<file path="src/rtl/fifo_gearbox_20to16.sv">
// 20-bit to 16-bit FWFT gearbox: pops 20-bit FIFO words and repacks them LSB-first
// into a 16-bit FWFT stream; a flush zero-pads a trailing partial word.
module fifo_gearbox_20to16 (
  input  logic        CLK,
  input  logic        reset_n,
  input  logic [19:0] IN_DO,
  input  logic        IN_EMPTY,
  output logic        IN_RDEN,
  input  logic        FLUSH,
  output logic [15:0] DO,
  output logic        DO_PAD,
  output logic        EMPTY,
  input  logic        RDEN,
  output logic        RDERR
);

  logic [35:0] acc_q, acc_d;
  logic [5:0]  cnt_q, cnt_d;
  logic        flush_pend_q, flush_pend_d;
  logic        pad_flag_q, pad_flag_d;
  logic [15:0] do_q, do_d;
  logic        do_pad_q, do_pad_d;
  logic        empty_q, empty_d;
  logic        rderr_q, rderr_d;

  logic        out_ready;
  logic        take;
  logic [5:0]  cnt_after;
  logic [35:0] acc_after;
  logic [35:0] in_ext;
  logic        flush_exec;

  assign out_ready = empty_q | RDEN;
  assign take      = out_ready & (cnt_q >= 6'd16);
  assign cnt_after = take ? (cnt_q - 6'd16) : cnt_q;
  assign acc_after = take ? {16'd0, acc_q[35:16]} : acc_q;
  assign in_ext    = {16'd0, IN_DO} << cnt_after;

  // Room for one more 20-bit word: at most 16 bits left once any take is applied.
  assign IN_RDEN = reset_n & ~IN_EMPTY &
                   ((cnt_q <= 6'd16) | (take & (cnt_q <= 6'd32)));

  assign flush_exec = flush_pend_q & (cnt_q != 6'd0) & (cnt_q < 6'd16) & ~IN_RDEN;

  always_comb begin
    acc_d        = acc_after;
    cnt_d        = cnt_after;
    flush_pend_d = flush_pend_q;
    pad_flag_d   = pad_flag_q;
    do_d         = do_q;
    do_pad_d     = do_pad_q;
    empty_d      = empty_q;
    rderr_d      = RDEN & empty_q;

    if (take) begin
      do_d       = acc_q[15:0];
      do_pad_d   = pad_flag_q;
      empty_d    = 1'b0;
      pad_flag_d = 1'b0;
    end else if (out_ready) begin
      empty_d = 1'b1;
    end

    if (IN_RDEN) begin
      acc_d = acc_after | in_ext;
      cnt_d = cnt_after + 6'd20;
    end

    // Zero fill above cnt is already guaranteed, so padding only moves cnt.
    if (flush_exec) begin
      cnt_d        = 6'd16;
      pad_flag_d   = 1'b1;
      flush_pend_d = 1'b0;
    end else if (flush_pend_q & ~IN_RDEN & (cnt_q == 6'd0)) begin
      flush_pend_d = 1'b0;
    end

    if (FLUSH) begin
      flush_pend_d = 1'b1;
    end
  end

  always_ff @(posedge CLK) begin
    if (!reset_n) begin
      acc_q        <= '0;
      cnt_q        <= '0;
      flush_pend_q <= 1'b0;
      pad_flag_q   <= 1'b0;
      do_q         <= '0;
      do_pad_q     <= 1'b0;
      empty_q      <= 1'b1;
      rderr_q      <= 1'b0;
    end else begin
      acc_q        <= acc_d;
      cnt_q        <= cnt_d;
      flush_pend_q <= flush_pend_d;
      pad_flag_q   <= pad_flag_d;
      do_q         <= do_d;
      do_pad_q     <= do_pad_d;
      empty_q      <= empty_d;
      rderr_q      <= rderr_d;
    end
  end

  assign DO     = do_q;
  assign DO_PAD = do_pad_q;
  assign EMPTY  = empty_q;
  assign RDERR  = rderr_q;

endmodule

</file>
<file path="config.mk">
export PLATFORM = sky130hd
export DESIGN_NAME = fifo_gearbox_20to16
export DESIGN_NICKNAME = d
export VERILOG_FILES = /design/src/rtl/fifo_gearbox_20to16.sv
export SDC_FILE = /design/constraint.sdc
export NUM_CORES = 1
export LEC_CHECK = 0
export BUFFER_PORTS_ARGS = -buffer_cell sky130_fd_sc_hd__clkbuf_2
export CAP_MARGIN = 20
export CELL_PAD_IN_SITES_DETAIL_PLACEMENT = 1
export CELL_PAD_IN_SITES_GLOBAL_PLACEMENT = 1
export CORE_UTILIZATION = 42
export DETAILED_ROUTE_END_ITERATION = 8
export HOLD_SLACK_MARGIN = 0.06
export PLACE_DENSITY_LB_ADDON = 0.1
export SLEW_MARGIN = 20
export SYNTH_ARGS = -nofsm -noshare
export SYNTH_HDL_FRONTEND = slang
export SYNTH_SLANG_ARGS = --single-unit
</file>
<file path="constraint.sdc">
create_clock -name CLK -period 2.7 [get_ports CLK]
set_input_delay 0.405 -clock CLK [delete_from_list [all_inputs] [get_ports CLK]]
set_output_delay 0.405 -clock CLK [all_outputs]
set_load 0.01 [all_outputs]
</file>
**After elaboration in Yosys (flattened, before gate mapping)**

Cells that the tools add are included.

- Register bits after elaboration: 63
- Output and inout port bits: 20
- Logic and storage cells: 50

- Add/sub/neg operators: 2
- $lt $le $gt $ge: 4
- Shift operators: 1
- Multiplexer cells: 12
- Bitwise gates (word level): 16
- Reduce and logical (&&, ||, !) cells: 6

Operators by type and width:

| operator | count |
|---|---|
| $mux 36 | 2 |
| $or 36x36->36 | 1 |
| $shl 20x6->36 | 1 |
| $mux 6 | 2 |
| $and 1x1->1 | 10 |
| $mux 1 | 7 |
| $add 6x5->6 const B | 1 |
| $ge 6x5->1 const B | 1 |
| $le 6x5->1 const B | 1 |
| $le 6x6->1 const B | 1 |
| $logic_not 6->1 | 1 |
| $lt 6x5->1 const B | 1 |
| $reduce_bool 6->1 | 1 |
| $sub 6x5->6 const B | 1 |
| $mux 5 | 1 |
| $reduce_bool 2->1 | 2 |
| $not 1->1 | 3 |
| $reduce_bool 3->1 | 1 |
| $or 1x1->1 | 2 |
| $reduce_or 2->1 | 1 |

**Logic depth before layout (Yosys ltp)**

Gate-level depths: netlist of run 1.

- Depth in word-level cells: 11
- Gate-level depth with buffers: 9
- Depth with buffers taken out: 8

**Least setup slack after synthesis of run 1**

OpenSTA, ideal clock, no wires.

- Path kind: reg2reg
- Start: reg cnt_q[4]
- End: reg acc_q[30]
- Setup time: 0.117 ns
- Arrival time: 2.073 ns
- Slack: 0.511 ns
- Stages on the path, launching flop included: 9
- Path buffers: 2
- Period minus slack after synthesis: 2.189 ns
- Cell sequence: dfxtp_1 inv_1 ha_1 o21ba_1 buf_6 mux2i_1 and3b_1 buf_4 a22o_1

- Cells in the longest elaborated chain, start to end: 6

RTL lines:

| item | RTL line | RTL |
|---|---|---|
| start: declaration | 18 | `logic [5:0] cnt_q, cnt_d;` |
| start signal: assignment | 95 | `cnt_q <= cnt_d;` |
| $ge 6x5->1 | 34 | `assign take = out_ready & (cnt_q >= 6'd16);` |
| $and 1x1->1 | 34 |  |
| $mux 6 / $and 1x1->1 (equally long branches) | 35, 41 |  |
| $shl 20x6->36 / $or 1x1->1 (equally long branches) | 37, 41 |  |
| $or 36x36->36 / $and 1x1->1 (equally long branches) | 65, 40 |  |
| $mux 36 (*) | 64 | `if (IN_RDEN) begin` |
| end signal: assignment | 85 | `acc_q <= '0;` |
| end signal: assignment | 94 | `acc_q <= acc_d;` |
| end: declaration | 17 | `logic [35:0] acc_q, acc_d;` |

Mark *: on every way between the ends. The rest lies on a longest branch, timed or not.
A chain may end at the register's enable or synchronous reset.

**Final worst setup path of run 1**

- Start: reg cnt_q[4]
- End: out IN_RDEN

- Cells in the longest elaborated chain, start to end: 5

RTL lines:

| item | RTL line | RTL |
|---|---|---|
| $ge 6x5->1 | 34 |  |
| $and 1x1->1 | 34 |  |
| $and 1x1->1 | 41 | `((cnt_q <= 6'd16) \| (take & (cnt_q <= 6'd32)));` |
| $or 1x1->1 (*) | 41 |  |
| $and 1x1->1 (*) | 40 | `assign IN_RDEN = reset_n & ~IN_EMPTY &` |
| end: declaration | 8 | `output logic IN_RDEN,` |

Marks and branches as above.

==> reports/results.ini, run 1 <==
[yosys]
synth_cell_types=42
ys.flop_type=dfxtp_1
synth_area_um2=3070
async_reset_ff_share_pct=0
synth_top_cell_area_share_pct=39.8
syn_avg_cell_area_um2=8.13
synth-seq-area-share_pct=39.8
synth-seq-cells=61
yosysWarnings=0
netlist_top_cells_area=dfxtp_1, nand2_1, mux2i_1
syn_inst=378
synth_edf_count=0
synth_nets=409
synth_largest_area_cell=dfxtp_1

[finish]
syn_to_final_growth_pct=16.5
drive_above_1_share_pct=19.4
final_util_pct=51.5
fill_cells=882
nNetsFinal=450
n_antenna_cell=0

[sta]
finalCriticalPeriod_ps=2540
slew_headroom_pct=52.8
hold_viol_final=0
finalSetupTns_ps=0
skew_ps=7.26
rsz0062_at_grt=no
setup_ws_ps=163
period_share_pct=93.9
finalSetupViolations=0
tightest_slew_ps=708
drv_slew=0
max_freq_mhz=394

[setup_path]
path_class=reg2out
start_kind=register
worstPathCellList=inv_1, ha_1, o21bai_2, o221ai_2, nand2_2, inv_1, clkbuf_2
slowest_stage=dfxtp_1
rr_worst_depth=7
crit_top_cell=inv_1
end_kind=primary output
cpPeakStageDelay_ps=340
cp_max_fo=8
required_ps=2300
arrival_ps=2130

[clock_tree]
cts.sinks=61
cts_post_setup_buffers_inserted=0
cts_max_path_buffers=2
cts_tree=built
clockRootBuffer=clkbuf_8
clk_latency_ps=340
cts_buffers=9
htree_levels=3
clkTransAtPathRegs_ps=70

[global_route]
grt_pass1_vias=2746
antenna_found_initial=0
grt_usage_pct=25.6
overflow=0
grt_max_degree=39
grt_pass1_wl_mm=14.5

[pwr]
ir_worst_vdd_mv=0.433
p_total_w=0.00385
power.leakage_nw=1.43
powerDensity_nw_per_um2=1080

[flow_run]
maxCapViolations=0

[floorplan]
io_pins=45
rows=30
die_area_um2=7660
die_h_um=87.5
core_um2=6940
start_util_pct=44.2
die_x_um=87.5

[detailed_routing]
vias_per_cell=5.49
dr_total_vias=2850
wirelength_mm=9.01
drc_errors=0
ant_nets=0
wire_per_inst_um=17.4
drtIter0Drc=142
dr.pass1.iters=4

[outcome]
status=completed

[placed_design]
hpwlAfterDp_mm=6.55
io_buffers=44
gp_congestion=0.898
dp_slack_ps=189

[min_path]
hold_depth=3
worst_hold_path_type=in2reg

[worst max-delay path, delay by kind of cell, from the launching register on]
| family | cells | cell delay (ps) |
|---|---|---|
| AND/OR/NAND/NOR | 1 | 200 |
| flip-flops | 1 | 340 |
| adder cells (fa/ha/maj) | 1 | 240 |
| buffers and inverters | 3 | 500 |
| AO/OA/AOI/OAI | 2 | 510 |
[final cells by class]
class / instances / area, µm² / area share, %
Timing Repair Buffer: 55 / 303 / 8.46
Clock inverter: 3 / 20.0 / 0.559
Clock buffer: 12 / 165 / 4.61
Multi-Input combinational cell: 285 / 1720 / 48.2
Inverter: 7 / 26.3 / 0.734
Tap cell: 96 / 120 / 3.36
Sequential cell: 61 / 1220 / 34.1
[synthesized netlist by cell type, types with 5 or more instances]
cell type  number
nand2_1        73
dfxtp_1        61
nor2_1         48
o21ai_0        24
mux2i_1        19
a21boi_0       18
buf_2          10
nand3_1        10
a21oi_1         9
clkbuf_1        9
o22a_1          9
a22o_1          8
a31oi_1         7
inv_1           7
ha_1            6
a221oi_1        5
nand4_1         5
nor3_1          5
[path summary, 6_finish.rpt]
path                  start      endpoint  slack (ps)
setup / recovery   cnt_q[4]       IN_RDEN         160
hold / removal        FLUSH  flush_pend_q         310
setup reg to reg   cnt_q[4]     acc_q[22]         230
hold reg to reg   acc_q[21]     acc_q[21]         460
[cell families (layout without fill, tap and decap cells)]
| kind of cell | count (synthesis) | after routing | share of synthesized area [%] |
|---|---|---|---|
| XOR/XNOR | 4 | 4 | 1.63 |
| AO/OA/AOI/OAI | 94 | 94 | 21.5 |
| AND/OR/NAND/NOR | 158 | 158 | 22.4 |
| buffers and inverters | 32 | 77 | 4.68 |
| flip-flops | 61 | 61 | 39.8 |
| adder cells (fa/ha/maj) | 6 | 6 | 2.44 |
| multiplexers | 23 | 23 | 7.66 |
[cells in the final DEF (no fill, tap or decap), types with 2 or more instances in the layout]
cell        synthesis  final
a21boi_0           18     18
a21oi_1             9      9
a221oi_1            5      5
a22o_1              8      8
a22oi_1             4      4
a31oi_1             7      7
and2_1              2      2
and3_1              2      2
buf_4               1     11
clkbuf_2            0     44
clkbuf_8            0     12
clkinvlp_4          0      2
dfxtp_1            61     61
ha_1                6      6
inv_1               7      7
mux2_2              4      4
mux2i_1            19     19
nand2_1            73     72
nand3_1            10     10
nand3b_1            2      2
nand4_1             5      5
nor2_1             48     48
nor3_1              5      5
o21a_1              4      4
o21ai_0            24     24
o22a_1              9      9
or3_1               4      4
or4_1               3      3
[sequential cells by signal, indices dropped and copies added (netlist names), named ones only]
signal,flops
DO_PAD,1
cnt_q,3
pad_flag_q,1
RDERR,1
flush_pend_q,1
DO,16
acc_q,36
EMPTY,1
[metal layers]
metal  GRT usage, %  vias up  routed length (µm)
met1           34.7     1329                4150
met3           5.02       21                 451
met2           39.7       90                4170
met4           10.9        0                 246
li1               -     1410                   -
met5              0        -                   0
[metrics by stage]
stage          hold slack [ps]  cells  instance area (µm²)
6_report                   315    519                 3580
5_1_grt                    293    519                 3580
4_1_cts                    299    519                 3570
3_5_place_dp               442    504                 3380
3_3_place_gp               434    504                 3380
2_1_floorplan              425    378                 3070
[report_power, final]
part	switching (W)	leakage, nW	internal, W
clock network	0.000367	0.0905	0.000402
logic	0.00115	0.840	0.000669
registers	0.000129	0.497	0.00113
total	0.00164	1.43	0.00220
[timing repair]
action,4_1_cts,5_1_grt
gates resized for setup,0,1
endpoints found under the setup margin,0,1
hold buffers,0,0
Power figures use the tool's default switching activity.
==> run 2: changes to the inputs <==
--- a/config.mk
+++ b/config.mk
@@ -5,7 +5,7 @@
 export SDC_FILE = /design/constraint.sdc
 export NUM_CORES = 1
 export LEC_CHECK = 0
-export BUFFER_PORTS_ARGS = -buffer_cell sky130_fd_sc_hd__clkbuf_2
+export BUFFER_PORTS_ARGS = -buffer_cell sky130_fd_sc_hd__buf_2
 export CAP_MARGIN = 20
 export CELL_PAD_IN_SITES_DETAIL_PLACEMENT = 1
 export CELL_PAD_IN_SITES_GLOBAL_PLACEMENT = 1
@@ -13,7 +13,6 @@
 export DETAILED_ROUTE_END_ITERATION = 8
 export HOLD_SLACK_MARGIN = 0.06
 export PLACE_DENSITY_LB_ADDON = 0.1
-export SLEW_MARGIN = 20
 export SYNTH_ARGS = -nofsm -noshare
 export SYNTH_HDL_FRONTEND = slang
 export SYNTH_SLANG_ARGS = --single-unit
==> run 2 against run 1 <==
Non-clock buffer count up 1. Combinational power about the same. Power up 4.7%. Design area up 1.0%. Core utilization up 0.54 points. Via count down 0.39%. Flip-flop and latch count unchanged. Wire length up 2.3%. Worst setup slack better by 26 ps. Critical path type unchanged.
==> reports/results.ini, run 2 (synthesis gave the netlist of run 1 again) <==
[global_route]
grt_usage_pct=25.8  ; +0.22 points
grt_pass1_wl_mm=14.7  ; +1.0%
overflow=0  ; unchanged
grt_pass1_vias=2746  ; unchanged
grt_max_degree=39  ; unchanged
antenna_found_initial=0  ; unchanged

[placed_design]
hpwlAfterDp_mm=6.55  ; about the same
dpl.cell_count=504  ; unchanged
io_buffers=44  ; unchanged
gp_congestion=0.907  ; +1.0%
dpl_cell_area_um2=3380  ; unchanged

[clock_tree]
clk_latency_ps=350  ; about the same
cts_max_path_buffers=2  ; unchanged
cts.sinks=61  ; unchanged
cts_post_setup_buffers_inserted=0  ; unchanged
postCtsHoldBufs=0  ; unchanged
clkTransAtPathRegs_ps=70  ; about the same
cts_tree=built
cts_buffers=9  ; unchanged
htree_levels=3  ; unchanged
clockRootBuffer=clkbuf_8
cts_resized=0  ; unchanged

[pwr]
power.leakage_nw=1.46  ; +2.4%
power.internal_w=0.00234  ; +6.1%
switching_share_pct=41.9  ; -0.79 points
p_seq_share_pct=31.5  ; -1.3 points
p_sw_w=0.00169  ; +2.7%
clockPowerShare_pct=23.0  ; +3.0 points
ir_worst_vdd_mv=0.498  ; +15%
powerDensity_nw_per_um2=1110  ; +3.6%
combinationalPowerShare_pct=45.5  ; -1.7 points

[setup_path]
cp_max_fo=8  ; unchanged
crit_family=buffers and inverters
setup.worst_path.start=cnt_q[4]
r2r_start=cnt_q[4]
required_ps=2300  ; about the same
path_class=reg2out
end_kind=primary output
slowest_stage=dfxtp_1
start_kind=register
cpPeakStageDelay_ps=350  ; about the same
worstPathCellList=inv_1, ha_1, o21bai_2, o221ai_2, nand2_2, inv_1, buf_2
cp.buffers_inverters=3  ; unchanged
arrival_ps=2110  ; -20 ps
reg2reg_setup_slack_ps=230  ; about the same
crit_top_cell=inv_1

[detailed_routing]
vias_per_cell=5.45  ; -0.77%
wire_per_inst_um=17.7  ; +1.9%
dr.pass1.iters=4  ; unchanged
drc_errors=0  ; unchanged
drtIter0Drc=104  ; -27%
ant_nets=0  ; unchanged
dr_total_vias=2839  ; -0.39%
wirelength_mm=9.21  ; +2.3%

[floorplan]
start_util_pct=44.2  ; unchanged
die_h_um=87.5  ; unchanged
die_x_um=87.5  ; unchanged
die_area_um2=7660  ; unchanged
rows=30  ; unchanged
core_um2=6940  ; unchanged
io_pins=45  ; unchanged

[finish]
n_antenna_cell=0  ; unchanged
nNetsFinal=451  ; +0.22%
drive_above_1_share_pct=19.8  ; +0.38 points
fin_cells=521  ; +0.39%
final_common_cell=nand2_1
final_area_um2=3620  ; +1.0%
largest_reg_flops=36  ; unchanged
final_cell_mix=nand2_1, dfxtp_1, nor2_1
syn_to_final_growth_pct=17.8
top_register=acc_q
fill_cells=871  ; -1.2%

[sta]
drv_slew=0  ; unchanged
skew_ps=7.91  ; +0.650 ps
max_freq_mhz=398  ; +1.0%
finalCriticalPeriod_ps=2510  ; -26.0 ps
rsz0062_at_grt=no
slew_headroom_pct=57.9  ; +5.1 points
finalSetupTns_ps=0  ; unchanged
whs_ps=327  ; +11.9 ps
tightest_slew_ps=631  ; -77.0 ps
period_share_pct=93.0  ; -0.96 points
finalSetupViolations=0  ; unchanged
hold_viol_final=0  ; unchanged

[min_path]
hold_start=FLUSH
worst_hold_path_type=in2reg

[flow_run]
maxCapViolations=0  ; unchanged

[outcome]
status=completed

## run 2: changes by cell type in the layout (fill, tap and decap cells not counted), sizes merged
| cell | before | now |
|---|---|---|
| clkinvlp | 2 | 1 |
| clkbuf | 56 | 9 |
| inv | 7 | 8 |
| buf | 11 | 56 |
| bufinv | 0 | 2 |
| clkinv | 1 | 3 |
## run 2: final timing paths
kind	cells after the start	end
worst min register to register	2	DO[2]
worst max register to register	8	acc_q[10]
worst min-delay path	3	flush_pend_q
worst max-delay path	7	IN_RDEN
## run 2: power groups by stage
stage               Clock, W  Sequential (W)  Combinational (W)
finish              0.000928         0.00127            0.00183
global route        0.000989         0.00129            0.00203
CTS                 0.000944         0.00127            0.00180
detailed placement         0         0.00129            0.00179
global placement           0         0.00128            0.00174
floorplan                  0         0.00128            0.00130
## run 2: cell type report
type / instances / area (µm²) / area share [%]
clock inverter: 7 / 98.8 / 2.73
multi-input combinational: 285 / 1710 / 47.4
clock buffer: 9 / 124 / 3.42
timing repair buffer: 56 / 314 / 8.68
tap: 96 / 120 / 3.32
inverter: 7 / 26.3 / 0.726
sequential: 61 / 1220 / 33.8
## run 2: tightest hold or removal path, stage by stage
cell     delay (ps)
buf_2           100
inv_1            50
a31oi_1          70
## run 2: metal layers
layer | global-route usage [%] | part of all wire [%] | up-vias
met1 | 35.5 | 47 | 1342
li1 | - | - | 1404
met3 | 3.70 | 4.7 | 14
met2 | 40.8 | 47 | 79
met4 | 10.3 | 1.6 | 0
met5 | 0 | 0 | -
## run 2: stage by stage
| step | worst slack, ps | utilization, % | power, W |
|---|---|---|---|
| detailed placement | 221 | 48.7 | 0.00307 |
| global placement | 329 | 48.7 | 0.00302 |
| CTS | 100 | 51.9 | 0.00402 |
| global route | 52.1 | 52.1 | 0.00431 |
| finish | 189 | 52.1 | 0.00403 |
| floorplan | 511 | - | 0.00259 |
==> run 3: changes to the inputs <==
--- a/config.mk
+++ b/config.mk
@@ -9,7 +9,7 @@
 export CAP_MARGIN = 20
 export CELL_PAD_IN_SITES_DETAIL_PLACEMENT = 1
 export CELL_PAD_IN_SITES_GLOBAL_PLACEMENT = 1
-export CORE_UTILIZATION = 42
+export CORE_UTILIZATION = 38
 export DETAILED_ROUTE_END_ITERATION = 8
 export HOLD_SLACK_MARGIN = 0.06
 export PLACE_DENSITY_LB_ADDON = 0.1
==> constraint.sdc (replaced) <==
create_clock -name CLK -period 2.2 [get_ports CLK]
set_input_delay 0.33 -clock CLK [delete_from_list [all_inputs] [get_ports CLK]]
set_output_delay 0.33 -clock CLK [all_outputs]
set_load 0.01 [all_outputs]
==> run 3 against run 2 <==
Worst setup slack got worse by 140 ps. Worst hold slack got worse by 80 ps. Core utilization down 3.2 points. Power rose by 27%. Combinational power is 43% higher. Clock skew up 1.8 ps. Critical path type unchanged.
==> reports/results.ini, run 3 (synthesis gave the netlist of run 1 again) <==
[outcome]
status=completed

[sta]
finalSetupTns_ps=0  ; unchanged
hold_viol_final=0  ; unchanged
tightest_slew_ps=567  ; -64.5 ps
skew_ps=9.72  ; +1.81 ps
period_share_pct=97.9
finalSetupViolations=0  ; unchanged
finalCriticalPeriod_ps=2150
slew_headroom_pct=62.2  ; +4.3 points
drv_slew=0  ; unchanged
max_freq_mhz=464

[detailed_routing]
dr_total_vias=2937  ; +3.5%
vias_per_cell=5.41  ; -0.74%
ant_nets=0  ; unchanged
drtIter0Drc=125  ; +20%
wirelength_mm=9.54  ; +3.6%
dr.pass1.iters=4  ; unchanged
wire_per_inst_um=17.6  ; -0.60%
drc_errors=0  ; unchanged

[min_path]
worst_hold_path_type=in2reg
hold_start=FLUSH

[setup_path]
cpPeakStageDelay_ps=330  ; -20 ps
worstPathCellList=inv_1, buf_6, ha_1, a21boi_2, o221ai_4, nand2_4, inv_2, buf_2
setup.worst_path.start=cnt_q[4]
end_kind=primary output
arrival_ps=1820  ; -290 ps
cp_max_fo=5  ; -3
slowest_stage=dfxtp_1
start_kind=register
required_ps=1870  ; -430 ps
r2r_start=cnt_q[2]
path_class=reg2out

[placed_design]
io_buffers=44  ; unchanged
dpl_cell_area_um2=3490  ; +3.3%
hpwlAfterDp_mm=6.84  ; +4.5%
gp_congestion=0.902  ; -0.57%

[clock_tree]
clk_latency_ps=330  ; -20 ps
cts.sinks=61  ; unchanged
cts_buffers=9  ; unchanged
cts_tree=built
htree_levels=3  ; unchanged
clkTransAtPathRegs_ps=80  ; about the same
clockRootBuffer=clkbuf_8
cts_max_path_buffers=2  ; unchanged

[global_route]
antenna_found_initial=0  ; unchanged
overflow=0  ; unchanged
grt_max_degree=31  ; -21%
grt_pass1_vias=2937  ; +7.0%
grt_usage_pct=23.9  ; -2.0 points
grt_pass1_wl_mm=15.6  ; +6.1%

[finish]
n_antenna_cell=0  ; unchanged
final_area_um2=3800  ; +5.0%
final_cell_mix=nand2_1, dfxtp_1, nor2_1
largest_reg_flops=36  ; unchanged
final_common_cell=nand2_1
top_register=acc_q
drive_above_1_share_pct=24.9  ; +5.2 points
fill_cells=961  ; +10%
nNetsFinal=468  ; +3.8%
syn_to_final_growth_pct=23.7

[pwr]
power.leakage_nw=1.54  ; +5.0%
powerDensity_nw_per_um2=1350  ; +21%
p_total_w=0.00511  ; +27%
ir_worst_vdd_mv=0.471  ; -5.4%

[floorplan]
core_um2=7770  ; +12%
die_x_um=91.9  ; +5.0%
die_h_um=91.9  ; +5.0%
die_area_um2=8450  ; +10%
rows=32  ; +6.7%
io_pins=45  ; unchanged
start_util_pct=39.5  ; -4.7 points

[flow_run]
maxCapViolations=0  ; unchanged

run 3: cell types whose count changed in the layout (fill, tap and decap cells not counted), sizes merged:
cell,previous run,this run
bufinv,2,0
buf,56,73
clkinv,3,1
inv,8,7
clkinvlp,1,2
clkbuf,9,12
run 3: routing by layer:
layer	global-route usage, %	part of all wire, %	vias up
li1	-	-	1445
met1	31.8	47	1394
met2	38.1	47	73
met3	3.90	3.3	25
met4	10.3	3.1	0
met5	0	0	-
run 3: path summary, 6_finish.rpt:
check | endpoint | slack, ps | cells after the start
setup / recovery | IN_RDEN | 50 | 8
hold / removal | flush_pend_q | 250 | 3
setup reg to reg | acc_q[7] | 90 | 8
hold reg to reg | DO[7] | 460 | 2
run 3: worst max-delay path, delay by kind of cell, from the launching register on:
kind,cells,cell delay (ps)
AO/OA/AOI/OAI,2,410
adder cells (fa/ha/maj),1,210
buffers and inverters,4,410
flip-flops,1,330
AND/OR/NAND/NOR,1,130
run 3: stage by stage:
| stage | std cells | setup slack, ps | util, % | hold WS, ps |
|---|---|---|---|---|
| 4_1_cts | 537 | 10.3 | 47.9 | 246 |
| 3_3_place_gp | 522 | 43.7 | 44.9 | 437 |
| 2_1_floorplan | 378 | 10.7 | - | 425 |
| 3_5_place_dp | 522 | -31.1 | 44.9 | 447 |
| 5_1_grt | 543 | -2.85 | 48.9 | 284 |
| 6_report | 543 | 45.2 | 48.9 | 246 |
run 3: what timing repair did:
action / in CTS / in global routing
gates cloned: 0 / 0
endpoints found under the setup margin: 9 / 12
pin swaps: 1 / 3
hold buffers: 0 / 0
gates resized for setup: 9 / 10
setup buffers: 0 / 6
run 3: report_power, final:
part | internal, W | leakage (nW) | switching (W)
Combinational | 0.00109 | 0.947 | 0.00152
Clock | 0.000493 | 0.0905 | 0.000453
Sequential | 0.00139 | 0.498 | 0.000161
Total | 0.00298 | 1.54 | 0.00213
run 3: cell type report:
type                            instances  area [µm²]  share of cell area [%]
Clock inverter                          3        20.0                   0.527
Multi-Input combinational cell        285        1780                    46.7
Clock buffer                           12         165                    4.35
Timing Repair Buffer                   73         462                    12.2
Tap cell                              102         128                    3.36
Sequential cell                        61        1220                    32.2
Inverter                                7        26.3                   0.692
